[config.mk]
export PLATFORM = sky130hd
export DESIGN_NAME = noise_arbiter
export DESIGN_NICKNAME = d
export VERILOG_FILES = /design/src/rtl/noise_arbiter.sv
export SDC_FILE = /design/constraint.sdc
export NUM_CORES = 1
export LEC_CHECK = 0
export ABC_AREA = 1
export BUFFER_PORTS_ARGS = -buffer_cell sky130_fd_sc_hd__buf_2
export CORE_UTILIZATION = 50
export DETAILED_ROUTE_END_ITERATION = 12
export GPL_TIMING_DRIVEN = 0
export PLACE_DENSITY_LB_ADDON = 0.3
export SLEW_MARGIN = 10
export SYNTH_ARGS = -nofsm -noshare
export SYNTH_HDL_FRONTEND = slang
export SYNTH_SLANG_ARGS = --single-unit
export TNS_END_PERCENT = 5
[constraint.sdc]
create_clock -name clk_i -period 2.1 [get_ports clk_i]
set_input_delay 0.525 -clock clk_i [delete_from_list [all_inputs] [get_ports clk_i]]
set_output_delay 0.525 -clock clk_i [all_outputs]
set_load 0.01 [all_outputs]
[src/rtl/noise_arbiter.sv]
`default_nettype none
// ============================================================================
// Module   : noise_arbiter
// Purpose  : Shared noise source for the synth voices. A private 24-bit
//            Fibonacci LFSR (taps 23,3,2,0, shift left, feedback into bit 0)
//            is handed out round-robin to NUM_REQ requesters. Each delivered
//            sample is the LFSR advanced STEPS times past the previous one.
// Ports    : clk_i     clock
//            rst_i     asynchronous active-high reset
//            req_i     level request per requester
//            reseed_i  load seed_i into the LFSR (only acted on while idle)
//            seed_i    reseed value (zero selects SEED)
//            valid_o   one-cycle pulse, id_o/data_o valid
//            ack_o     one-hot pulse to the served requester
//            id_o      index of the served requester
//            data_o    noise sample, holds last delivered value
//            busy_o    high while a sample is being produced
// Revision : 1.0  initial release
// ============================================================================
module noise_arbiter #(
    parameter int          NUM_REQ = 4,
    parameter int          STEPS   = 24,
    parameter logic [23:0] SEED    = 24'h8964CE
) (
    input  logic                       clk_i,
    input  logic                       rst_i,
    input  logic [NUM_REQ-1:0]         req_i,
    input  logic                       reseed_i,
    input  logic [23:0]                seed_i,
    output logic                       valid_o,
    output logic [NUM_REQ-1:0]         ack_o,
    output logic [$clog2(NUM_REQ)-1:0] id_o,
    output logic [23:0]                data_o,
    output logic                       busy_o
);

    localparam int          ID_W       = $clog2(NUM_REQ);
    localparam logic [7:0]  c_STEPS_M1 = 8'(STEPS - 1);
    localparam logic [ID_W-1:0] c_LAST_RST = ID_W'(NUM_REQ - 1);

    localparam logic [1:0] S_IDLE  = 2'd0;
    localparam logic [1:0] S_SHIFT = 2'd1;
    localparam logic [1:0] S_DONE  = 2'd2;

    logic [1:0]      r_state;
    logic [1:0]      w_next_state;
    logic [23:0]     r_lfsr;
    logic [23:0]     w_lfsr_next;
    logic [7:0]      r_cnt;
    logic [ID_W-1:0] r_grant;
    logic [ID_W-1:0] r_last;
    logic [ID_W-1:0] r_id;
    logic [23:0]     r_data;
    logic [ID_W-1:0] w_pick;
    logic            w_any_req;

    assign w_any_req   = |req_i;
    assign w_lfsr_next = {r_lfsr[22:0], r_lfsr[23] ^ r_lfsr[3] ^ r_lfsr[2] ^ r_lfsr[0]};

    // Round-robin pick: first set request strictly after the last served index.
    always_comb begin
        int  idx;
        logic found;
        w_pick = '0;
        found  = 1'b0;
        for (int k = 1; k <= NUM_REQ; k++) begin
            idx = int'(r_last) + k;
            if (idx >= NUM_REQ) begin
                idx = idx - NUM_REQ;
            end
            if (!found && req_i[idx]) begin
                w_pick = ID_W'(idx);
                found  = 1'b1;
            end
        end
    end

    // State register
    always_ff @(posedge clk_i or posedge rst_i) begin
        if (rst_i) begin
            r_state <= S_IDLE;
        end else begin
            r_state <= w_next_state;
        end
    end

    // Next-state logic; reseed wins over a waiting request.
    always_comb begin
        w_next_state = r_state;
        case (r_state)
            S_IDLE: begin
                if (!reseed_i && w_any_req) begin
                    w_next_state = S_SHIFT;
                end
            end
            S_SHIFT: begin
                if (r_cnt == 8'd0) begin
                    w_next_state = S_DONE;
                end
            end
            S_DONE:  w_next_state = S_IDLE;
            default: w_next_state = S_IDLE;
        endcase
    end

    // Datapath registers
    always_ff @(posedge clk_i or posedge rst_i) begin
        if (rst_i) begin
            r_lfsr  <= SEED;
            r_cnt   <= 8'd0;
            r_grant <= '0;
            r_last  <= c_LAST_RST;
            r_id    <= '0;
            r_data  <= 24'd0;
        end else begin
            case (r_state)
                S_IDLE: begin
                    if (reseed_i) begin
                        r_lfsr <= (seed_i == 24'd0) ? SEED : seed_i;
                    end else if (w_any_req) begin
                        r_grant <= w_pick;
                        r_cnt   <= c_STEPS_M1;
                    end
                end
                S_SHIFT: begin
                    r_lfsr <= w_lfsr_next;
                    if (r_cnt == 8'd0) begin
                        // Capture the finished sample so data_o only ever
                        // shows complete values and holds them afterwards.
                        r_data <= w_lfsr_next;
                        r_id   <= r_grant;
                    end else begin
                        r_cnt <= r_cnt - 8'd1;
                    end
                end
                S_DONE: begin
                    r_last <= r_grant;
                end
                default: ;
            endcase
        end
    end

    // Outputs decoded from registered state only
    always_comb begin
        valid_o = 1'b0;
        ack_o   = '0;
        busy_o  = (r_state != S_IDLE);
        if (r_state == S_DONE) begin
            valid_o        = 1'b1;
            ack_o[r_grant] = 1'b1;
        end
    end

    assign id_o   = r_id;
    assign data_o = r_data;

endmodule
`default_nettype wire

==> metrics.csv <==
stage,metric,value,unit
status,status,"finished, final reports clean",
timing,Tmin final,1880,ps
timing,final period utilization,89.4,%
synthesis,Synth Area in Adders,0.762,%
drt,DR WL/cell,13.6,µm
timing,Setup Skew,10.2,ps
global_route,total grt overflow,0,
placement,port buffer count,62,
hold_path,Tightest Hold Check Type,in2async,
drt,via count,2995,
synthesis,mux share of post-synthesis cell area,0,%
clock_network,clock buffer depth,2,
drt,met3 routed WL,428,µm
floorplan,die area,0.00690,mm²
floorplan,die extent in x,83.1,µm
setup_path,critical path required time,1570,ps
synthesis,"Seq/Total Area, Yosys",49.3,%
clock_network,Skew-Pair Late Insertion Delay,350,ps
timing,WHS,254,ps
finish,layout cells sized above 1,24.5,%
synthesis,Simple-Gate Fraction of Synth Area,27.7,%
setup_path,"CP delay by family, top",simple AND/OR/NAND/NOR gates,
timing,"Setup violations, final",0,
clock_network,clk sinks,64,
setup_path,slowest CP cell,dfrtp_1,
placement,Detail Placement HPWL,5790,µm
floorplan,core area,0.00635,mm²
finish,area grow syn2layout,18.9,%
placement,GP Congestion,0.892,
placement,Post-Place Cells,568,
drt,DR DRC count,0,
drt,met2 routed WL,3750,µm
synthesis,synthesized flop and latch total,64,
placement,pre-CTS setup slack,386,ps
setup_path,crit-path max FO,5,
timing,final slew viol count,0,
timing,final hold violations,0,
clock_network,CTS Buf Count,9,
global_route,total track usage,24.3,%
finish,diodes inserted,0,
setup_path,Setup crit end kind,output pin,
clock_network,clock-pin slew on the worst setup and hold paths,70,ps
timing,setup tns final,0,ps
drt,router iterations before antenna repair,4,
floorplan,Die Ht,83.1,µm
power,power density cells,1550,mW/mm²
drt,final wirelength,7960,µm
timing,Setup WS post-layout,223,ps
drt,met1 wire length,3680,µm
floorplan,Initial Util,51.7,%
floorplan,IO Pins,63,
synthesis,Compound-Gate Fraction of Synth Area,12.0,%
synthesis,largest family of logic cells by synthesized area,simple AND/OR/NAND/NOR gates,
setup_path,Setup crit start kind,flip-flop,
clock_network,Root Buffer,clkbuf_8,
global_route,first-pass GRT wire length,13200,µm
clock_network,H-tree lvl count,3,
clock_network,setup bufs post-CTS,0,
synthesis,count of different cell masters after synthesis,32,
floorplan,FP Rows,29,
power,Peak VDD IR,908,µV
clock_network,CTS tree,built,
synthesis,Mapped Area,0.00328,mm²
drt,antenna-violating nets left,0,
setup_path,CP Cell Sequence,"inv_1, nor2_2, nand2_1, nor2_1, buf_2",
drt,uppermost layer routed,met4,
synthesis,Synth Instances,428,
global_route,vias in the first global route,2806,
global_route,initial antenna violation count,0,
flow_run,max cap viols,0,
timing,max_slew headroom,55.9,%
timing,fmax,533,MHz
synthesis,YS warnings,0,
global_route,largest net degree at the start of global routing,36,
drt,detailed router's first-iteration violation count,199,
setup_path,Worst Setup Path Type,reg2out,
setup_path,Worst path max stage delay,380,ps
power,leak pwr,0.00205,µW
timing,Least-Margin Pin Slew,660,ps
drt,number of vias per cell,5.13,
finish,Final nets,535,
setup_path,critical path arrival,1350,ps
timing,RSZ-0062 raised after global routing,false,
synthesis,Synth Area in XOR/XNOR,1.60,%
setup_path,WP buf/inv,2,
synthesis,syn avg cell area,7.67,µm²
finish,Finished Layout Cells,584,
synthesis,Post-Syn Nets,461,
setup_path,r2r setup slk,380,ps
finish,# fillers,590,
finish,fin util,61.5,%
-- final timing paths --
check / to / start / depth (start not counted)
setup / recovery: ack_o[2] / r_state[1] / 5
max in group asynchronous: r_last[0] / rst_i / 3
min in group clk_i: r_lfsr[5] / seed_i[5] / 3
hold / removal: data_o[5] / rst_i / 2
setup reg to reg: r_lfsr[15] / r_state[0] / 7
hold reg to reg: r_lfsr[16] / r_lfsr[16] / 2
-- cell usage after synthesis --
library cell | instances | area, µm²
buf_6 | 4 | 45.0
dfstp_2 | 13 | 342
inv_4 | 1 | 6.26
nor3_1 | 3 | 15.0
a21oi_1 | 19 | 95.1
dfrtp_1 | 51 | 1280
o21ai_0 | 36 | 180
nor2_4 | 3 | 33.8
inv_2 | 4 | 15.0
nor2_1 | 54 | 203
nand3_1 | 12 | 60.1
inv_1 | 42 | 158
xnor2_1 | 2 | 17.5
o31ai_1 | 2 | 15.0
ha_1 | 2 | 25.0
clkbuf_1 | 8 | 30.0
o21ai_1 | 2 | 10.0
or2_2 | 1 | 6.26
o21ai_2 | 6 | 52.6
nor2_2 | 3 | 18.8
nor4_1 | 1 | 6.26
nor3b_1 | 1 | 7.51
a22oi_1 | 3 | 22.5
buf_2 | 2 | 10.0
xor2_1 | 4 | 35.0
o21bai_1 | 1 | 7.51
nand2_1 | 136 | 510
o31ai_2 | 1 | 12.5
buf_1 | 1 | 3.75
nand4_1 | 4 | 25.0
nand2_2 | 4 | 25.0
buf_4 | 2 | 15.0
-- power by group --
part	switching, µW	internal [µW]
Sequential	376	1900
Combinational	1730	1020
Clock	494	541
-- area by class of cell --
type / instances / area, µm² / area share (%)
buffer: 17 / 104 / 2.66
clock buffer: 10 / 128 / 3.27
clock inverter: 6 / 60.1 / 1.54
inverter: 47 / 183 / 4.68
multi-input combinational: 300 / 1390 / 35.5
sequential: 64 / 1620 / 41.4
tap: 77 / 96.3 / 2.47
timing repair buffer: 63 / 330 / 8.46
-- state kept, by name, indices dropped and copies added, names as in the netlist --
| register | count |
|---|---|
| data_o | 24 |
| id_o | 2 |
| r_cnt | 8 |
| r_grant | 2 |
| r_last | 2 |
| r_lfsr | 24 |
| r_state | 2 |
-- kinds of logic (layout without fill, tap and decap cells) --
family / count (synthesis) / count (layout)
AND/OR/NAND/NOR: 222 / 222
AO/OA/AOI/OAI: 70 / 70
flip-flops: 64 / 64
buffers and inverters: 64 / 143
XOR/XNOR: 6 / 6
adder cells (fa/ha/maj): 2 / 2
-- per-layer routing --
metal / global-route usage (%) / vias to the layer above
li1: - / 1486
met1: 33.6 / 1421
met2: 38.5 / 77
met3: 5.57 / 11
met4: 7.21 / 0
met5: 0 / -
-- what timing repair did --
action                                  CTS  global route
hold buffers                              0             0
endpoints found under the setup margin    0             1
resized for setup                         0             1
-- stage by stage --
step                instance area, µm²  power [µW]
floorplan                         3290        4220
CTS                               3900        6060
global placement                  3690        4900
detailed placement                3710        5020
finish                            3910        6060
global route                      3910        6580
-- placed cells by master (no fill, tap or decap), types with 3 or more instances in the layout --
cell type / instances
nor2_2: 4
dfrtp_1: 51
buf_2: 64
nand2_1: 136
nand4_1: 4
clkbuf_8: 9
o21ai_2: 6
buf_6: 4
clkbuf_1: 9
o21ai_0: 36
nand3_1: 12
inv_1: 41
nor2_1: 53
clkinvlp_4: 3
dfstp_2: 13
a22oi_1: 3
nor2_4: 3
a21oi_1: 19
inv_2: 4
clkinv_2: 3
xor2_1: 4
nand2_2: 4
nor3_1: 3
Power figures use the tool's default switching activity.
